**src/rtl/sampler_pkg.sv**
```systemverilog
// Shared types and default widths for the sampler voice path
// (scheduler, keymappers, address incrementer).
package sampler_pkg;

    typedef enum logic [2:0] {
        IDLE,
        SCAN,
        READ,
        ACCUM,
        OUTPUT
    } sched_state_t;

    localparam int SAMPLE_ADDR_W = 20;
    localparam int SAMPLE_DATA_W = 16;

endpackage

```
**src/rtl/mix_saturator.sv**
```systemverilog
// Combinational clamp of the wide mix accumulator down to the DAC sample width.
module mix_saturator #(
    parameter int ACC_W  = 18,
    parameter int DATA_W = 16
) (
    input  logic signed [ACC_W-1:0]  acc,
    output logic signed [DATA_W-1:0] sat
);

    // The value fits when every bit above the target sign bit matches it.
    function automatic logic signed [DATA_W-1:0] clamp(input logic signed [ACC_W-1:0] v);
        logic [ACC_W-DATA_W:0] hi;
        hi = v[ACC_W-1:DATA_W-1];
        if (&hi || ~|hi)
            clamp = v[DATA_W-1:0];
        else if (v[ACC_W-1])
            clamp = {1'b1, {(DATA_W-1){1'b0}}};
        else
            clamp = {1'b0, {(DATA_W-1){1'b1}}};
    endfunction

    assign sat = clamp(acc);

endmodule

```
**src/rtl/sampler_voice_scheduler.sv**
```systemverilog
// Walks the voices once per sample_clk frame, fetching one word per active voice
// over the shared memory read port and emitting a saturated mix sample.
module sampler_voice_scheduler
    import sampler_pkg::*;
#(
    parameter int NUM_VOICES = 4,
    parameter int ADDR_W     = SAMPLE_ADDR_W,
    parameter int DATA_W     = SAMPLE_DATA_W
) (
    input  logic                         Clk,
    input  logic                         Reset,
    input  logic                         sample_clk,
    input  logic [NUM_VOICES-1:0]        voice_active,
    input  logic [NUM_VOICES*ADDR_W-1:0] voice_addr,
    output logic [NUM_VOICES-1:0]        voice_step,
    output logic [ADDR_W-1:0]            mem_addr,
    output logic                         mem_rd,
    input  logic                         mem_ack,
    input  logic [DATA_W-1:0]            mem_rdata,
    output logic [DATA_W-1:0]            mix_out,
    output logic                         mix_valid,
    output logic                         overrun,
    input  logic                         overrun_clr
);

    localparam int IDX_W = $clog2(NUM_VOICES);
    localparam int ACC_W = DATA_W + IDX_W;
    localparam logic [IDX_W-1:0] LAST_IDX = IDX_W'(NUM_VOICES - 1);

    sched_state_t             state, state_nxt;
    logic                     sc_q;
    logic                     frame_edge;
    logic                     is_last;
    logic [NUM_VOICES-1:0]    act_q;
    logic [IDX_W-1:0]         idx;
    logic signed [ACC_W-1:0]  acc;
    logic signed [DATA_W-1:0] rdata_q;
    logic signed [DATA_W-1:0] mix_q;
    logic signed [DATA_W-1:0] mix_sat;
    logic [ADDR_W-1:0]        addr_arr [NUM_VOICES];

    for (genvar g = 0; g < NUM_VOICES; g++) begin : g_addr
        assign addr_arr[g] = voice_addr[g*ADDR_W +: ADDR_W];
    end

    assign frame_edge = sample_clk & ~sc_q;
    assign is_last    = (idx == LAST_IDX);

    always_ff @(posedge Clk) begin
        if (Reset)
            state <= IDLE;
        else
            state <= state_nxt;
    end

    // voice_addr only moves on voice_step, which ends READ, so mem_addr is stable while mem_rd is high.
    always_comb begin
        state_nxt  = state;
        mem_rd     = 1'b0;
        mem_addr   = '0;
        voice_step = '0;
        mix_valid  = 1'b0;
        mix_out    = mix_q;
        case (state)
            IDLE: begin
                if (frame_edge)
                    state_nxt = SCAN;
            end
            SCAN: begin
                if (act_q[idx])
                    state_nxt = READ;
                else if (is_last)
                    state_nxt = OUTPUT;
            end
            READ: begin
                mem_rd   = 1'b1;
                mem_addr = addr_arr[idx];
                if (mem_ack) begin
                    voice_step[idx] = 1'b1;
                    state_nxt       = ACCUM;
                end
            end
            ACCUM: begin
                state_nxt = is_last ? OUTPUT : SCAN;
            end
            OUTPUT: begin
                mix_valid = 1'b1;
                mix_out   = mix_sat;
                state_nxt = IDLE;
            end
            default: state_nxt = IDLE;
        endcase
    end

    always_ff @(posedge Clk) begin
        if (Reset) begin
            sc_q    <= 1'b0;
            overrun <= 1'b0;
            mix_q   <= '0;
        end else begin
            sc_q <= sample_clk;
            if (frame_edge && state != IDLE)
                overrun <= 1'b1;
            else if (overrun_clr)
                overrun <= 1'b0;
            if (state == OUTPUT)
                mix_q <= mix_sat;
        end
    end

    // Datapath registers are (re)initialised at every frame start and need no reset.
    always_ff @(posedge Clk) begin
        if (state == IDLE && frame_edge) begin
            act_q <= voice_active;
            idx   <= '0;
            acc   <= '0;
        end
        if (state == SCAN && !act_q[idx] && !is_last)
            idx <= idx + 1'b1;
        if (state == READ && mem_ack)
            rdata_q <= mem_rdata;
        if (state == ACCUM) begin
            acc <= acc + ACC_W'(rdata_q);
            if (!is_last)
                idx <= idx + 1'b1;
        end
    end

    mix_saturator #(
        .ACC_W  (ACC_W),
        .DATA_W (DATA_W)
    ) u_mix_saturator (
        .acc (acc),
        .sat (mix_sat)
    );

endmodule

```
**config.mk**
```make
export PLATFORM = sky130hd
export DESIGN_NAME = sampler_voice_scheduler
export DESIGN_NICKNAME = d
export VERILOG_FILES = /design/src/rtl/sampler_pkg.sv /design/src/rtl/mix_saturator.sv /design/src/rtl/sampler_voice_scheduler.sv
export SDC_FILE = /design/constraint.sdc
export NUM_CORES = 1
export LEC_CHECK = 0
export CAP_MARGIN = 10
export CORE_MARGIN = 2
export CORE_UTILIZATION = 40
export DETAILED_ROUTE_END_ITERATION = 10
export GPL_ROUTABILITY_DRIVEN = 0
export PLACE_DENSITY = 0.84
export SLEW_MARGIN = 20
export SYNTH_ARGS = -nofsm -noshare
export SYNTH_HDL_FRONTEND = slang
export SYNTH_SLANG_ARGS = --single-unit
```
**constraint.sdc**
```tcl
create_clock -name Clk -period 3.4 [get_ports Clk]
set_clock_uncertainty 0.2 [all_clocks]
set_input_delay 0.68 -clock Clk [delete_from_list [all_inputs] [get_ports Clk]]
set_output_delay 0.68 -clock Clk [all_outputs]
set_load 0.01 [all_outputs]
```
==> results by group, run 1 <==
Min path
  – Cells on Worst Hold Path: 2
  – Worst Hold Launch: overrun
  – Hold WC Path Type: reg2reg
  – Hold path endpoint: overrun

Final layout
  – Layout cell share with drive strength beyond 1: 10.88%
  – Most frequent cells in the layout: clkdlybuf4s50_1 (147), nand2_1 (38), nor2_1 (38), edfxtp_1 (38), o21ai_0 (24)
  – Commonest non-fill, non-tap cell in the layout: clkdlybuf4s50_1
  – Final nets: 646
  – ANT cells: 0
  – Area Overhead vs Synth: 47.60%

Setup path
  – CP Class: reg2out
  – Maximum fanout along the worst path: 18
  – FF-to-FF setup slack: 0.79 ns
  – Reg2reg start: acc[0]
  – Reg-to-Reg End: acc[16]
  – Crit start category: register
  – Critical Path Sink Type: primary output
  – WP data required: 2.52 ns
  – Worst r2r path cells: 8
  – CP arrival: 2.28 ns

Route
  – DRT iter0 DRCs: 214
  – Drt first pass iters: 5
  – Post-route ant nets: 0
  – Routed wire length: 10.72 mm
  – Via/cell ratio: 5.231
  – Per-cell routed wire length: 16.42 µm
  – Vias: 3416
  – Remaining DRCs: 0

Synth
  – Ys flop type: edfxtp_1
  – Mapped Cells: 370
  – Syn_nets: 497
  – YS warnings: 0
  – Synth cell types: 47
  – Synth Area per Inst: 10.43 µm²
  – Synth area leader: edfxtp_1
  – Flops & latches, synth: 61
  – Largest cells by area after synthesis: edfxtp_1 (30%), mux4_2 (12%), dfxtp_1 (12%)
  – Seq/Total Area, Yosys: 41.50%
  – Share of the synthesized area in the top cell type: 29.57%
  – Cell area after synthesis: 3859 µm²
  – Post-synth ARST share: 0%
  – Number of flops mapped to enable cells by yosys: 38

CTS
  – Htree depth: 3
  – CTS Root Cell: clkbuf_8
  – Worst skew pair latency: 0.34 ns
  – CTS Hold Bufs: 0
  – Maximum clock path buffer count: 2
  – CTS Buf Count: 9
  – CTS tree: built
  – Clock sink count: 61
  – Setup bufs post-CTS: 0
  – Post-CTS sizing: 0
  – Clock-pin slew on the worst setup and hold paths: 0.07 ns

Global routing
  – Initial antenna violation count: 0
  – Gr ovfl total: 0
  – Largest net degree at the start of global routing: 23
  – Gr usage total: 20.25%
  – Vias in the first global route: 3394
  – First-pass GRT wire length: 16.30 mm

STA
  – Worst Hold Slack: 0.2978 ns
  – Fin. max-slew vios: 0
  – Slew HR: 41.56%
  – Fin crit share: 92.87%
  – Min Clock Period, post-route: 3.158 ns
  – Final Setup Violations: 0
  – Setup_tns: 0 ns
  – Slew @ Worst Pin: 0.8739 ns
  – RSZ-0062 raised after global routing: no
  – Hold Fails Final Rpt: 0
  – Fmax: 316.7 MHz

Power
  – Reg power frac: 35.5%
  – Total power: 2621 µW
  – P_leak: 0.002100 µW
  – Cell Pwr Density: 460.1 nW/µm²
  – Pint: 1798 µW
  – Clk pwr share: 24.2%
  – Logic gate share of total power: 40.3%
  – Sw frac: 31.39%
  – Maximum VDD drop: 0.2960 mV
  – Switching power: 822.5 µW

Job
  – Max-cap viol count: 0

Floorplan
  – Die Wd: 102.2 µm
  – DIE AREA: 10450 µm²
  – Starting Density: 41.56%
  – Die H: 102.2 µm
  – Number of I/O pins: 148
  – Core area: 9284 µm²
  – Row count: 35

Place
  – HPWL after DPL: 8.394 mm
  – Port buffer count: 147

Outcome
  – Status: complete, no violations
[critical path: stages (launching register included)]
cell	delay, ns
dfxtp_1	0.52
nor3b_4	0.42
buf_4	0.27
and3_1	0.17
clkdlybuf4s50_1	0.55
[cells by family after synthesis]
kind of cell	synth area share (%)
compound gates	11.28
xor+xnor	1.816
fa+ha+maj	7.328
buf+inv	3.469
flops	41.50
mux	14.62
simple gates	19.97
[sequential cells by signal (all words and copies together), names as in the netlist]
register	cells
overrun	1
sc_q	1
act_q	4
mix_q	16
acc	18
state	3
idx	2
rdata_q	16
[per-layer routing]
metal | vias to the layer above | global-route usage [%] | routed length, µm
met5 | - | 0 | 0
li1 | 1637 | - | -
met4 | 0 | 8.103 | 265
met1 | 1614 | 23.71 | 4136
met3 | 26 | 5.198 | 756
met2 | 139 | 35.48 | 5560
[power by group through the flow]
stage          Sequential, µW  Combinational (µW)  Clock, µW
6_report                  931                1060        634
5_1_grt                   941                1150        677
4_1_cts                   929                1060        643
3_5_place_dp              946                1050          0
3_3_place_gp              942                1020          0
2_1_floorplan             917                 720          0
[how the worst max path moves through the flow]
stage	start	to	cells after the start
after global placement	voice_addr[60]	mem_addr[0]	4
after global routing	state[0]	mix_out[4]	5
after floorplan	idx[0]	mem_addr[10]	4
final	state[1]	voice_step[1]	4
after CTS	state[1]	voice_step[1]	4
after detailed placement	voice_addr[60]	mem_addr[0]	4
[cell usage after synthesis (5+ instances only)]
library cell  number
dfxtp_1           23
nand2b_1          10
xor2_1             7
and2_1            23
mux2i_1            8
inv_1             12
nor2b_1           17
a21oi_1           19
nor2_1            38
o21ai_0           24
clkbuf_1          10
and3_1             5
mux4_2            21
buf_2              5
o211ai_1           5
edfxtp_1          38
ha_1              21
nand2_1           38
[stage by stage]
step	std cells	util (%)	cell area, µm²	setup slack [ns]
after floorplan	370	-	3859	1.041
after detailed placement	637	59.20	5497	0.2995
final	653	61.35	5695	0.2423
after global placement	637	59.20	5497	0.3225
after CTS	653	61.27	5688	0.1198
after global routing	653	61.35	5695	0.07802
[area by class of cell]
cell class / instances / area [µm²]
inverters: 13 / 48.80
fillers: 772 / 3588
clock buffers: 11 / 141.4
well taps: 129 / 161.4
flip-flops and latches: 61 / 1603
clock inverters: 5 / 50.05
multi-input cells: 279 / 2135
repair buffers: 155 / 1556
No activity file was read; power rests on OpenSTA's default activity.
==> run 2: changes to the inputs <==
--- a/config.mk
+++ b/config.mk
@@ -6,11 +6,12 @@
 export NUM_CORES = 1
 export LEC_CHECK = 0
 export CAP_MARGIN = 10
-export CORE_MARGIN = 2
+export CORE_MARGIN = 1
 export CORE_UTILIZATION = 40
 export DETAILED_ROUTE_END_ITERATION = 10
 export GPL_ROUTABILITY_DRIVEN = 0
 export PLACE_DENSITY = 0.84
+export SKIP_CTS_REPAIR_TIMING = 1
 export SLEW_MARGIN = 20
 export SYNTH_ARGS = -nofsm -noshare
 export SYNTH_HDL_FRONTEND = slang
==> constraint.sdc (replaced) <==
create_clock -name Clk -period 3.34 [get_ports Clk]
set_clock_uncertainty 0.2 [all_clocks]
set_input_delay 0.668 -clock Clk [delete_from_list [all_inputs] [get_ports Clk]]
set_output_delay 0.668 -clock Clk [all_outputs]
set_load 0.01 [all_outputs]
==> run 2 against run 1 <==
  * Sequential cell count unchanged
  * Core utilization decreased by 0.22 points
  * Largest power group unchanged
  * Global-route usage is 2.0 points higher
  * Clock power increased by 1%
  * Routed wire length down 0.80%
  * Non-clock buffer count is the same
  * Critical endpoint is now mix_out[5]
  * Final area shrank 0.35%
==> results by group, run 2 (same netlist as run 1, synthesis figures left out) <==
Outcome
  – Status: complete, no violations (unchanged)

Setup path
  – Slowest cell on crit path: clkdlybuf4s50_1 (unchanged)
  – Critical Path Sink Type: primary output (unchanged)
  – Critical path cell sequence: nand2_2, a21o_1, o21ai_0, clkdlybuf4s50_1 (was nor3b_4, buf_4, and3_1, clkdlybuf4s50_1)
  – Crit path buffers/inverters: 1 (was 2)
  – Slowest cell delay on critical path: 0.61 ns (was 0.55 ns)
  – CP arrival: 2.32 ns (was 2.28 ns)
  – Top Family by Delay on Critical Path: compound AO/OA/AOI/OAI gates (was buffers and inverters)
  – Maximum fanout along the worst path: 15 (was 18)
  – WP data required: 2.47 ns (was 2.52 ns)
  – CP Class: reg2out (unchanged)
  – Crit start category: register (unchanged)

STA
  – Final Worst Setup Slack: 0.1473 ns (was 0.2423 ns)
  – Fmax: 313.2 MHz
  – Hold Fails Final Rpt: 0 (unchanged)
  – Worst Hold Slack: 0.2905 ns (was 0.2978 ns)
  – Fin crit share: 95.59%
  – Final Setup Violations: 0 (unchanged)
  – Fin. max-slew vios: 0 (unchanged)
  – Min Clock Period, post-route: 3.193 ns
  – Setup_tns: 0 ns (unchanged)
  – Slew @ Worst Pin: 0.8217 ns (was 0.8739 ns)
  – RSZ-0062 raised after global routing: no (unchanged)
  – Slew HR: 45.05% (was 41.56%)

Place
  – Pre-CTS WS: 0.2545 ns (was 0.2995 ns)
  – HPWL after DPL: 8.376 mm (was 8.394 mm)
  – Port buffer count: 147 (unchanged)

Floorplan
  – Row count: 35 (unchanged)
  – Die H: 100.2 µm (was 102.2 µm)
  – Core area: 9284 µm² (unchanged)
  – DIE AREA: 10040 µm² (was 10450 µm²)
  – Number of I/O pins: 148 (unchanged)
  – Starting Density: 41.56% (unchanged)
  – Die Wd: 100.2 µm (was 102.2 µm)

CTS
  – Clock-pin slew on the worst setup and hold paths: 0.07 ns (about the same)
  – Worst skew pair latency: 0.34 ns (about the same)
  – CTS Buf Count: 9 (unchanged)
  – CTS tree: built (unchanged)
  – Maximum clock path buffer count: 2 (unchanged)
  – Htree depth: 3 (unchanged)
  – CTS Root Cell: clkbuf_8 (unchanged)
  – Clock sink count: 61 (unchanged)

Final layout
  – Biggest regs: acc x18, mix_q x16, rdata_q x16 (unchanged)
  – Max reg flops: 18 (unchanged)
  – Most frequent cells in the layout: clkdlybuf4s50_1 (147), nand2_1 (38), nor2_1 (38), edfxtp_1 (38), o21ai_0 (24) (unchanged)
  – Fillers: 752 (was 772)
  – Top reg by flops: acc (unchanged)
  – ANT cells: 0 (unchanged)
  – Area Overhead vs Synth: 47.08% (was 47.60%)
  – Layout cell share with drive strength beyond 1: 10.31% (was 10.88%)
  – Final nets: 646 (unchanged)
  – Util after Layout: 61.13% (was 61.35%)
  – Commonest non-fill, non-tap cell in the layout: clkdlybuf4s50_1 (unchanged)

Min path
  – Hold WC Path Type: reg2reg (unchanged)

Global routing
  – GR peak layer: met2 (unchanged)
  – First-pass GRT wire length: 17.40 mm (was 16.30 mm)
  – GR Layer Usage met3: 4.318% (was 5.198%)
  – GR Util met1: 27.06% (was 23.71%)
  – Vias in the first global route: 3524 (was 3394)
  – Largest net degree at the start of global routing: 27 (was 23)
  – Gr usage total: 22.25% (was 20.25%)
  – Gr ovfl total: 0 (unchanged)
  – Initial antenna violation count: 0 (unchanged)
  – Grt met2 use: 38.78% (was 35.48%)

Route
  – Per-cell routed wire length: 16.28 µm (was 16.42 µm)
  – Vias: 3458 (was 3416)
  – Via/cell ratio: 5.296 (was 5.231)
  – Post-route ant nets: 0 (unchanged)
  – DRT iter0 DRCs: 177 (was 214)
  – Routed wire length: 10.63 mm (was 10.72 mm)
  – Remaining DRCs: 0 (unchanged)
  – Drt first pass iters: 5 (unchanged)

Job
  – Max-cap viol count: 0 (unchanged)

Power
  – Cell Pwr Density: 467.7 nW/µm² (was 460.1 nW/µm²)
  – P_leak: 0.002090 µW (was 0.002100 µW)
  – Maximum VDD drop: 0.2779 mV (was 0.2960 mV)
[run 2: layout make-up]
| class | instances | area, µm² | share of cell area, % |
|---|---|---|---|
| clock buffers | 11 | 141.4 | 2.491 |
| inverters | 13 | 48.80 | 0.8598 |
| multi-input cells | 279 | 2128 | 37.50 |
| clock inverters | 5 | 50.05 | 0.8818 |
| repair buffers | 155 | 1544 | 27.20 |
| well taps | 129 | 161.4 | 2.844 |
| flip-flops and latches | 61 | 1602 | 28.22 |
[run 2: final timing paths]
path,depth (start not counted),to,slack [ns],from
min reg2reg,2,overrun,0.29,overrun
min,2,overrun,0.29,overrun
max,4,mix_out[5],0.15,state[2]
max reg2reg,8,acc[16],0.69,acc[0]
[run 2: per-stage QoR]
step | cell area, µm² | power [µW] | instances
2_1_floorplan | 3859 | 1667 | 370
3_3_place_gp | 5484 | 1984 | 637
3_5_place_dp | 5484 | 2024 | 637
4_1_cts | 5675 | 2666 | 653
5_1_grt | 5675 | 2818 | 653
6_report | 5675 | 2654 | 653
[run 2: metal layers]
| metal | routed length, µm | up-vias |
|---|---|---|
| li1 | - | 1637 |
| met1 | 4261 | 1665 |
| met2 | 5409 | 133 |
| met3 | 699 | 23 |
| met4 | 262 | 0 |
| met5 | 0 | - |
[run 2: power breakdown]
group | internal (µW) | leakage (µW) | switching, µW
logic | 579 | 0.00145 | 487
registers | 882 | 0.000545 | 63.6
clock network | 359 | 0.0000944 | 284
[run 2: worst min-delay path: cells and delay by family (launching register included)]
family	cells	cell delay, ns
compound gates	1	0.06
flops	1	0.33
simple gates	1	0.07
==> run 3: changes to the inputs <==
--- a/config.mk
+++ b/config.mk
@@ -6,7 +6,7 @@
 export NUM_CORES = 1
 export LEC_CHECK = 0
 export CAP_MARGIN = 10
-export CORE_MARGIN = 1
+export CORE_MARGIN = 2
 export CORE_UTILIZATION = 40
 export DETAILED_ROUTE_END_ITERATION = 10
 export GPL_ROUTABILITY_DRIVEN = 0
==> constraint.sdc (replaced) <==
create_clock -name Clk -period 3.33 [get_ports Clk]
set_clock_uncertainty 0.2 [all_clocks]
set_input_delay 0.666 -clock Clk [delete_from_list [all_inputs] [get_ports Clk]]
set_output_delay 0.666 -clock Clk [all_outputs]
set_load 0.01 [all_outputs]
==> run 3 against run 2 <==
  * Sequential share of layout area down 0.15 points
  * Global-route usage down 1.5 points
  * Core utilization up 0.32 points
  * Clock-buffer cell count up 3
  * Critical path type unchanged
  * Cell count unchanged
  * Largest power group unchanged
  * Die area up 4.0%
==> results by group, run 3 (same netlist as run 1, synthesis figures left out) <==
CTS
  – Htree depth: 3 (unchanged)
  – Clock sink count: 61 (unchanged)
  – CTS Root Cell: clkbuf_8 (unchanged)
  – CTS Buf Count: 9 (unchanged)
  – Worst skew pair latency: 0.35 ns (was 0.34 ns)
  – Maximum clock path buffer count: 2 (unchanged)
  – CTS tree: built (unchanged)
  – Clock-pin slew on the worst setup and hold paths: 0.06 ns (was 0.07 ns)

Route
  – Vias: 3402 (was 3458)
  – Per-cell routed wire length: 16.81 µm (was 16.28 µm)
  – Drt first pass iters: 5 (unchanged)
  – Post-route ant nets: 0 (unchanged)
  – Routed wire length: 10.97 mm (was 10.63 mm)
  – DRT iter0 DRCs: 213 (was 177)
  – Via/cell ratio: 5.210 (was 5.296)
  – Remaining DRCs: 0 (unchanged)

Setup path
  – Reg2reg start: acc[0] (unchanged)
  – Top Family by Delay on Critical Path: compound AO/OA/AOI/OAI gates (unchanged)
  – Critical Path Sink Type: primary output (unchanged)
  – Crit start category: register (unchanged)
  – CP Class: reg2out (unchanged)
  – CP arrival: 2.36 ns (was 2.32 ns)
  – Reg-to-Reg End: acc[16] (unchanged)
  – FF-to-FF setup slack: 0.69 ns (about the same)
  – Worst r2r path cells: 8 (unchanged)
  – Critical path cell sequence: nand2_2, a21o_1, o21ai_0, clkdlybuf4s50_1 (unchanged)
  – Slowest cell on crit path: clkdlybuf4s50_1 (unchanged)
  – Maximum fanout along the worst path: 15 (unchanged)
  – WP data required: 2.46 ns (was 2.47 ns)
  – Slowest cell delay on critical path: 0.61 ns (about the same)
  – Crit path buffers/inverters: 1 (unchanged)

Final layout
  – Commonest non-fill, non-tap cell in the layout: clkdlybuf4s50_1 (unchanged)
  – Most frequent cells in the layout: clkdlybuf4s50_1 (147), nand2_1 (38), nor2_1 (38), edfxtp_1 (38), o21ai_0 (24) (unchanged)
  – Biggest regs: acc x18, mix_q x16, rdata_q x16 (unchanged)
  – Area Overhead vs Synth: 47.86% (was 47.08%)
  – Layout cell share with drive strength beyond 1: 10.69% (was 10.31%)
  – Max reg flops: 18 (unchanged)
  – Util after Layout: 61.46% (was 61.13%)
  – Final nets: 646 (unchanged)
  – Fillers: 742 (was 752)
  – ANT cells: 0 (unchanged)
  – Top reg by flops: acc (unchanged)

Power
  – P_leak: 0.002106 µW (was 0.002090 µW)
  – Cell Pwr Density: 475.3 nW/µm² (was 467.7 nW/µm²)
  – Maximum VDD drop: 0.2841 mV (was 0.2779 mV)
  – Total power: 2712 µW (was 2654 µW)

STA
  – Slew HR: 41.56% (was 45.05%)
  – Fin crit share: 96.90%
  – Final Setup Violations: 0 (unchanged)
  – Hold Fails Final Rpt: 0 (unchanged)
  – Setup_tns: 0 ns (unchanged)
  – Fin. max-slew vios: 0 (unchanged)
  – Slew @ Worst Pin: 0.8739 ns (was 0.8217 ns)
  – Min Clock Period, post-route: 3.227 ns
  – Final Worst Setup Slack: 0.1031 ns (was 0.1473 ns)
  – RSZ-0062 raised after global routing: no (unchanged)
  – Fmax: 309.9 MHz

Floorplan
  – Number of I/O pins: 148 (unchanged)
  – Starting Density: 41.56% (unchanged)
  – Core area: 9284 µm² (unchanged)
  – Die H: 102.2 µm (was 100.2 µm)
  – Row count: 35 (unchanged)
  – Die Wd: 102.2 µm (was 100.2 µm)
  – DIE AREA: 10450 µm² (was 10040 µm²)

Place
  – Port buffer count: 147 (unchanged)
  – HPWL after DPL: 8.473 mm (was 8.376 mm)
  – Pre-CTS WS: 0.2619 ns (was 0.2545 ns)

Job
  – Max-cap viol count: 0 (unchanged)

Global routing
  – Vias in the first global route: 3403 (was 3524)
  – Initial antenna violation count: 0 (unchanged)
  – Largest net degree at the start of global routing: 23 (was 27)
  – First-pass GRT wire length: 16.65 mm (was 17.40 mm)
  – Gr usage total: 20.78% (was 22.25%)
  – Gr ovfl total: 0 (unchanged)

Min path
  – Worst Hold Launch: overrun (unchanged)
  – Hold WC Path Type: reg2reg (unchanged)
  – Cells on Worst Hold Path: 2 (unchanged)
  – Hold path endpoint: overrun (unchanged)

Outcome
  – Status: complete, no violations (unchanged)
run 3: how the worst max path moves through the flow:
stage / from / to / slack (ns) / depth (start not counted)
4_1_cts: state[1] / voice_step[1] / 0.03 / 4
3_3_place_gp: voice_addr[60] / mem_addr[0] / 0.28 / 4
3_5_place_dp: voice_addr[62] / mem_addr[2] / 0.26 / 4
5_1_grt: state[1] / voice_step[1] / 0.02 / 4
6_report: state[2] / mix_out[3] / 0.10 / 4
2_1_floorplan: idx[0] / mem_addr[10] / 0.98 / 4
run 3: worst min-delay path, stage by stage (launching register included):
cell and delay [ns]:
dfxtp_1 0.33, a21oi_1 0.06, nor2_1 0.08
run 3: per-layer routing:
| layer | up-vias | global-route usage [%] | wire length [µm] | share of wire, % |
|---|---|---|---|---|
| met5 | - | 0 | 0 | 0 |
| li1 | 1632 | - | - | - |
| met2 | 132 | 38.21 | 5880 | 54 |
| met1 | 1619 | 24.01 | 4186 | 38 |
| met3 | 19 | 3.830 | 696 | 6.3 |
| met4 | 0 | 7.692 | 210 | 1.9 |
run 3: power by group:
part | switching, µW | internal (µW)
sequential | 63.8 | 884
clock | 288 | 399
combinational | 494 | 582
run 3: area by class of cell:
class                           instances  area [µm²]  share of cell area (%)
Clock buffer                           14       205.2                   3.596
Clock inverter                          2       10.01                  0.1754
Inverter                               13       48.80                  0.8553
Multi-Input combinational cell        279        2135                   37.41
Sequential cell                        61        1602                   28.07
Tap cell                              129       161.4                   2.829
Timing Repair Buffer                  155        1544                   27.06
run 3: stage by stage:
| stage | instances | hold WS (ns) | instance area [µm²] |
|---|---|---|---|
| final | 653 | 0.3095 | 5705 |
| after global routing | 653 | 0.3394 | 5705 |
| after CTS | 653 | 0.3212 | 5699 |
| after detailed placement | 637 | 0.3041 | 5484 |
| after global placement | 637 | 0.2706 | 5484 |
| after floorplan | 370 | 0.3238 | 3859 |
